### src/rtl/t03_rf_pkg.sv
// Shared constants and helpers for the t03 multi-port integer register file.
package t03_rf_pkg;

    localparam int unsigned RfXlen    = 32;
    localparam int unsigned RfNumRegs = 32;

    // Address width for a register count; never narrower than one bit.
    function automatic int unsigned rf_aw(int unsigned num_regs);
        return (num_regs > 1) ? $clog2(num_regs) : 1;
    endfunction

endpackage

### src/rtl/t03_rf_scoreboard.sv
// Pending-load scoreboard: one pending bit per nonzero register plus a
// registered count of outstanding loads.
module t03_rf_scoreboard
    import t03_rf_pkg::*;
#(
    parameter int unsigned NUM_REGS = RfNumRegs,
    parameter int unsigned AW       = rf_aw(NUM_REGS)
) (
    input  logic                clk,
    input  logic                reset,
    input  logic                pend_set_i,
    input  logic [AW-1:0]       pend_addr_i,
    input  logic                clr_en_i,
    input  logic [AW-1:0]       clr_addr_i,
    output logic [NUM_REGS-1:0] pending_o,
    output logic [AW:0]         pend_cnt_o
);

    localparam int unsigned CW = AW + 1;

    logic [NUM_REGS-1:0] pend_q, pend_d;
    logic [NUM_REGS-1:0] rise, fall;
    logic [CW-1:0]       cnt_q, cnt_d;

    // A set and a clear of the same register in one cycle leaves it pending,
    // since the set represents a newly issued load.
    always_comb begin
        pend_d    = '0;
        pend_d[0] = 1'b0;
        for (int unsigned r = 1; r < NUM_REGS; r++) begin
            pend_d[r] = (pend_set_i && (pend_addr_i == AW'(r))) ||
                        (pend_q[r] && !(clr_en_i && (clr_addr_i == AW'(r))));
        end
        rise  = pend_d & ~pend_q;
        fall  = pend_q & ~pend_d;
        // At most one set and one clear per cycle, so each side moves the count by one.
        cnt_d = cnt_q + CW'(|rise) - CW'(|fall);
    end

    always_ff @(posedge clk or posedge reset) begin
        if (reset) begin
            pend_q <= '0;
            cnt_q  <= '0;
        end else begin
            pend_q <= pend_d;
            cnt_q  <= cnt_d;
        end
    end

    assign pending_o  = pend_q;
    assign pend_cnt_o = cnt_q;

    a_cnt_matches_bits : assert property (
        @(posedge clk) disable iff (reset) cnt_q == CW'($countones(pend_q))
    );

endmodule

### src/rtl/t03_regfile_mp.sv
// Multi-port integer register file: NUM_RD read ports, ALU (A) and load-return (B)
// write ports, optional write-to-read bypass and a pending-load scoreboard.
module t03_regfile_mp
    import t03_rf_pkg::*;
#(
    parameter int unsigned XLEN     = RfXlen,
    parameter int unsigned NUM_REGS = RfNumRegs,
    parameter int unsigned NUM_RD   = 2,
    parameter int unsigned BYPASS   = 1,
    localparam int unsigned AW      = rf_aw(NUM_REGS)
) (
    input  logic                   clk,
    input  logic                   reset,
    input  logic [NUM_RD*AW-1:0]   rd_addr_i,
    output logic [NUM_RD*XLEN-1:0] rd_data_o,
    output logic [NUM_RD-1:0]      rd_busy_o,
    input  logic                   wa_en_i,
    input  logic [AW-1:0]          wa_addr_i,
    input  logic [XLEN-1:0]        wa_data_i,
    input  logic                   wb_en_i,
    input  logic [AW-1:0]          wb_addr_i,
    input  logic [XLEN-1:0]        wb_data_i,
    input  logic                   pend_set_i,
    input  logic [AW-1:0]          pend_addr_i,
    output logic [AW:0]            pend_cnt_o,
    output logic                   waw_err_o
);

    logic [XLEN-1:0]     regs_q [NUM_REGS];
    logic [XLEN-1:0]     regs_d [NUM_REGS];
    logic                wa_hit, wb_hit;
    logic                waw_q, waw_d;
    logic [NUM_REGS-1:0] pending;

    // Port A wins a same-address collision; B's data is dropped for that cycle.
    always_comb begin
        wa_hit = wa_en_i && (wa_addr_i != '0);
        waw_d  = wa_hit && wb_en_i && (wb_addr_i == wa_addr_i);
        wb_hit = wb_en_i && (wb_addr_i != '0) && !waw_d;
        regs_d = regs_q;
        if (wb_hit) begin
            regs_d[wb_addr_i] = wb_data_i;
        end
        if (wa_hit) begin
            regs_d[wa_addr_i] = wa_data_i;
        end
        regs_d[0] = '0;
    end

    always_ff @(posedge clk or posedge reset) begin
        if (reset) begin
            for (int r = 0; r < NUM_REGS; r++) begin
                regs_q[r] <= '0;
            end
            waw_q <= 1'b0;
        end else begin
            regs_q <= regs_d;
            waw_q  <= waw_d;
        end
    end

    assign waw_err_o = waw_q;

    for (genvar i = 0; i < NUM_RD; i++) begin : g_rd
        logic [AW-1:0]   addr;
        logic [XLEN-1:0] rdata;

        assign addr = rd_addr_i[i*AW +: AW];

        always_comb begin
            rdata = regs_q[addr];
            if (addr == '0) begin
                rdata = '0;
            end else if ((BYPASS != 0) && wa_en_i && (wa_addr_i == addr)) begin
                rdata = wa_data_i;
            end else if ((BYPASS != 0) && wb_en_i && (wb_addr_i == addr)) begin
                rdata = wb_data_i;
            end
        end

        assign rd_data_o[i*XLEN +: XLEN] = rdata;
        // No bypass of a same-cycle clear: keeps decode's stall path short.
        assign rd_busy_o[i] = pending[addr];
    end

    t03_rf_scoreboard #(
        .NUM_REGS (NUM_REGS),
        .AW       (AW)
    ) u_scoreboard (
        .clk         (clk),
        .reset       (reset),
        .pend_set_i  (pend_set_i),
        .pend_addr_i (pend_addr_i),
        .clr_en_i    (wb_en_i),
        .clr_addr_i  (wb_addr_i),
        .pending_o   (pending),
        .pend_cnt_o  (pend_cnt_o)
    );

endmodule
### config.mk
export PLATFORM = sky130hd
export DESIGN_NAME = t03_regfile_mp
export DESIGN_NICKNAME = d
export VERILOG_FILES = /design/src/rtl/t03_rf_pkg.sv /design/src/rtl/t03_rf_scoreboard.sv /design/src/rtl/t03_regfile_mp.sv
export SDC_FILE = /design/constraint.sdc
export NUM_CORES = 2
export LEC_CHECK = 0
export ABC_AREA = 0
export ABC_CLOCK_PERIOD_IN_PS = 30400
export BUFFER_PORTS_ARGS = -buffer_cell sky130_fd_sc_hd__buf_2
export CORE_UTILIZATION = 28
export CTS_BUF_LIST = sky130_fd_sc_hd__clkbuf_16
export CTS_CLUSTER_DIAMETER = 30
export DETAILED_ROUTE_END_ITERATION = 6
export GPL_TIMING_DRIVEN = 0
export SLEW_MARGIN = 10
export SYNTH_ARGS = -nofsm -noshare
export SYNTH_HDL_FRONTEND = slang
export SYNTH_SLANG_ARGS = --single-unit
### constraint.sdc
create_clock -name clk -period 30.4 [get_ports clk]
set_input_delay 1.52 -clock clk [delete_from_list [all_inputs] [get_ports clk]]
set_output_delay 1.52 -clock clk [all_outputs]
set_load 0.01 [all_outputs]
==> flow_summary.toml <==
[final_layout]
fin_util_pct = 34.33
multi_input_area_um2 = 37540
num-fill-cells = 24058
areaGrowthSynthToFinish_pct = 21.94
drive_above_1_share_pct = 17.26
regArea_um2 = 25770
nets = 7338

[sta]
max_slew_margin_pct = -4.227
fmax_mhz = 113.8
tns_ns = 0
setup_viol = 0
final.min_clock_period_ns = 8.789
final.setup_skew_ns = 0.01505
slew_violations = 23
rsz0062_at_grt = "false"
fin_crit_sh_pct = 28.91
final-hold-violation-count = 0
fin_ws_ns = 21.61
timing.hold.ws_ns = 0.5489
worst_pin_slew_ns = 1.563

[clock_tree]
clk_latency_ns = 0.92
cts_resized = 0
clkTransAtPathRegs_ns = 0.04
clock-sinks = 1030
ctsLongestPathBuffers = 4
clock-root-buffer = "clkbuf_16"
postCtsSetupBuffers = 0
numCtsBuffers = 301
cts_tree = "done"
ctsHoldBuffers = 0
h-tree-depth = 5

[route]
via_per_inst = 6.174
routed_wl_um = 369000
remaining_drc_errors = 0
num_vias = 65623
first_iter_violations = 10946
final_antenna_net_count = 0
drtPass1Iterations = 7
wl_per_cell_um = 34.72

[yosys]
yosysWarnings = 0
yosysMostFrequentCell = "mux2i_1"
synth_seq_cells = 1030
ys.flop_type = "dfrtp_1"
yosys.area.top_type = "dfrtp_1"
syn_nets = 6900
synth_edf_count = 0
synth_commonest_cells = "1225 x mux2i_1, 1030 x dfrtp_1, 1006 x a21oi_1, 958 x nor2_1, 566 x clkbuf_1"
synthCells = 6799
synth.lib_cells_used.distinct = 67
synth_top_area_share_pct = 38.53
synth_area_leaders = "dfrtp_1 39%, mux2i_1 18%, mux4_2 9.6%"
syn-mean-instance-area_um2 = 9.838
yosysSeqAreaShare_pct = 38.53
async_flop_share_pct = 100.0
netlist_area_um2 = 66890

[setup_path]
crit_buf_inv = 6
critical_path_class = "in -> out"
path_cells = "buf_2 -> buf_2 -> buf_1 -> clkbuf_1 -> clkbuf_1 -> a211oi_1 -> o31ai_1 -> buf_2"
crit_slowest_cell = "o31ai_1"
worst_setup_path_start_kind = "input port"
critPathMaxStageDelay_ns = 1.23
end_kind = "output port"
cp_common_cell = "buf_2"
critPathRequiredTime_ns = 28.88
cp_top_family = "buffers and inverters"
arrival_ns = 7.27
crit_fanout = 10

[power_and_ir_drop]
pwr-share-seq_pct = 32.3
combinationalPowerShare_pct = 22.6
ir_drop_v = 0.00007292
power_density_nw_per_um2 = 80.37
p_sw_uw = 2104
swShare_pct = 32.09
leakagePower_uw = 0.03158
p_int_uw = 4452
p_clk_share_pct = 45.1

[placed_design]
place_ws_ns = 22.14
dp_hpwl_um = 275800
gp_congestion = 1.052
portBuffers = 97

[grt]
track_usage_pct = 29.55
grt_pass1_vias = 62985
grt_max_degree = 39
grt_pass1_wl_um = 501500
overflow = 0
antenna_found_initial = 30

[floorplan]
die-area_um2 = 240800
initial_utilization_pct = 28.15
die_width_um = 490.8
core_area_um2 = 237600
die_h_um = 490.8
ios = 167
num_rows = 179

[status]
status = "complete, but fails checks"
violations = "max-capacitance violations, max-slew violations"

[min_path]
hp-class = "reg -> reg"

[run]
drv_cap = 4
[logic make-up after synthesis]
family / synth area share (%)
xor gates and xnor gates: 0.3928
adders and majority gates: 0.1422
muxes: 30.98
buffers and inverters: 5.522
AOI/OAI and AO/OA: 15.03
and+or+nand+nor: 9.407
DFF: 38.53
[path summary, 6_finish.rpt]
path | from | end | slack, ns | cells past startpoint
worst max-delay path | rd_addr_i[2] | rd_data_o[23] | 21.61 | 8
worst min-delay path | regs_q[934]$_DFF_PP0_ | regs_q[934]$_DFF_PP0_ | 0.55 | 2
worst max register to register | u_scoreboard.pending_o[10]$_DFF_PP0_ | u_scoreboard.pend_cnt_o[4]$_DFF_PP0_ | 27.41 | 13
worst min register to register | regs_q[934]$_DFF_PP0_ | regs_q[934]$_DFF_PP0_ | 0.55 | 2
max in group asynchronous | reset | regs_q[775]$_DFF_PP0_ | 27.22 | 11
min in group asynchronous | reset | u_scoreboard.pend_cnt_o[1]$_DFF_PP0_ | 0.61 | 2
[area by class of cell]
type	instances	share of cell area (%)
multi-input combinational	4915	46.03
sequential	1030	31.60
clock buffer	307	9.419
tap	3167	4.858
buffer	840	4.484
clock inverter	205	2.013
timing repair buffer	135	1.480
inverter	14	0.06903
antenna	16	0.04909
[worst reg2reg max path, delay by kind of cell (launching register included)]
kind,cells,cell delay (ns)
buffers and inverters,3,0.18
AO/OA/AOI/OAI,4,0.46
adder cells (fa/ha/maj),3,0.89
XOR/XNOR,1,0.13
flip-flops,1,0.45
AND/OR/NAND/NOR,2,0.76
[through the flow]
stage | power, uW | std cells | area [um^2]
after floorplan | 2976 | 6799 | 66890
after global placement | 3466 | 10063 | 71340
final | 6556 | 10629 | 81570
after global routing | 6718 | 10616 | 81530
after detailed placement | 3530 | 10100 | 72150
after CTS | 6472 | 10612 | 81480
[flip-flops by register name, summed over array words and instances, names as in the netlist]
name                     flops
regs_q                     992
u_scoreboard.pending_o      31
u_scoreboard.pend_cnt_o      6
waw_err_o                    1
[layout by cell type, fill, tap and decap left out, types with 34 or more instances in the layout]
master	synthesis	layout
a211oi_1	51	51
a21oi_1	1006	1005
a221oi_1	63	63
a31oi_1	56	56
a32oi_1	64	64
buf_1	64	59
buf_12	0	34
buf_2	120	221
buf_4	90	92
clkbuf_1	566	558
clkbuf_16	0	307
clkinv_1	0	53
clkinv_2	0	45
dfrtp_1	1030	1030
inv_1	14	73
mux2_2	181	181
mux2i_1	1225	1225
mux4_2	285	285
nand2_1	247	247
nor2_1	958	958
nor2b_1	62	61
nor3_1	121	121
o21ai_0	66	66
o22ai_1	198	198
[power by group through the flow]
| stage | Clock [uW] | Sequential [uW] | Combinational (uW) |
|---|---|---|---|
| 3_5_place_dp | 0 | 2100 | 1430 |
| 6_report | 2960 | 2110 | 1480 |
| 4_1_cts | 2950 | 2090 | 1430 |
| 5_1_grt | 3030 | 2140 | 1550 |
| 2_1_floorplan | 0 | 1980 | 994 |
| 3_3_place_gp | 0 | 2090 | 1380 |
[per-layer routing]
layer  wire length [um]  global-route usage [%]  up-vias
li1                   -                       -    25957
met1             136900                   36.28    32922
met2             148000                   40.64     5358
met3              49030                   11.49     1360
met4              34880                   24.21       26
met5                205                       0        -
Note: power is estimated with default switching activity, not from simulation.
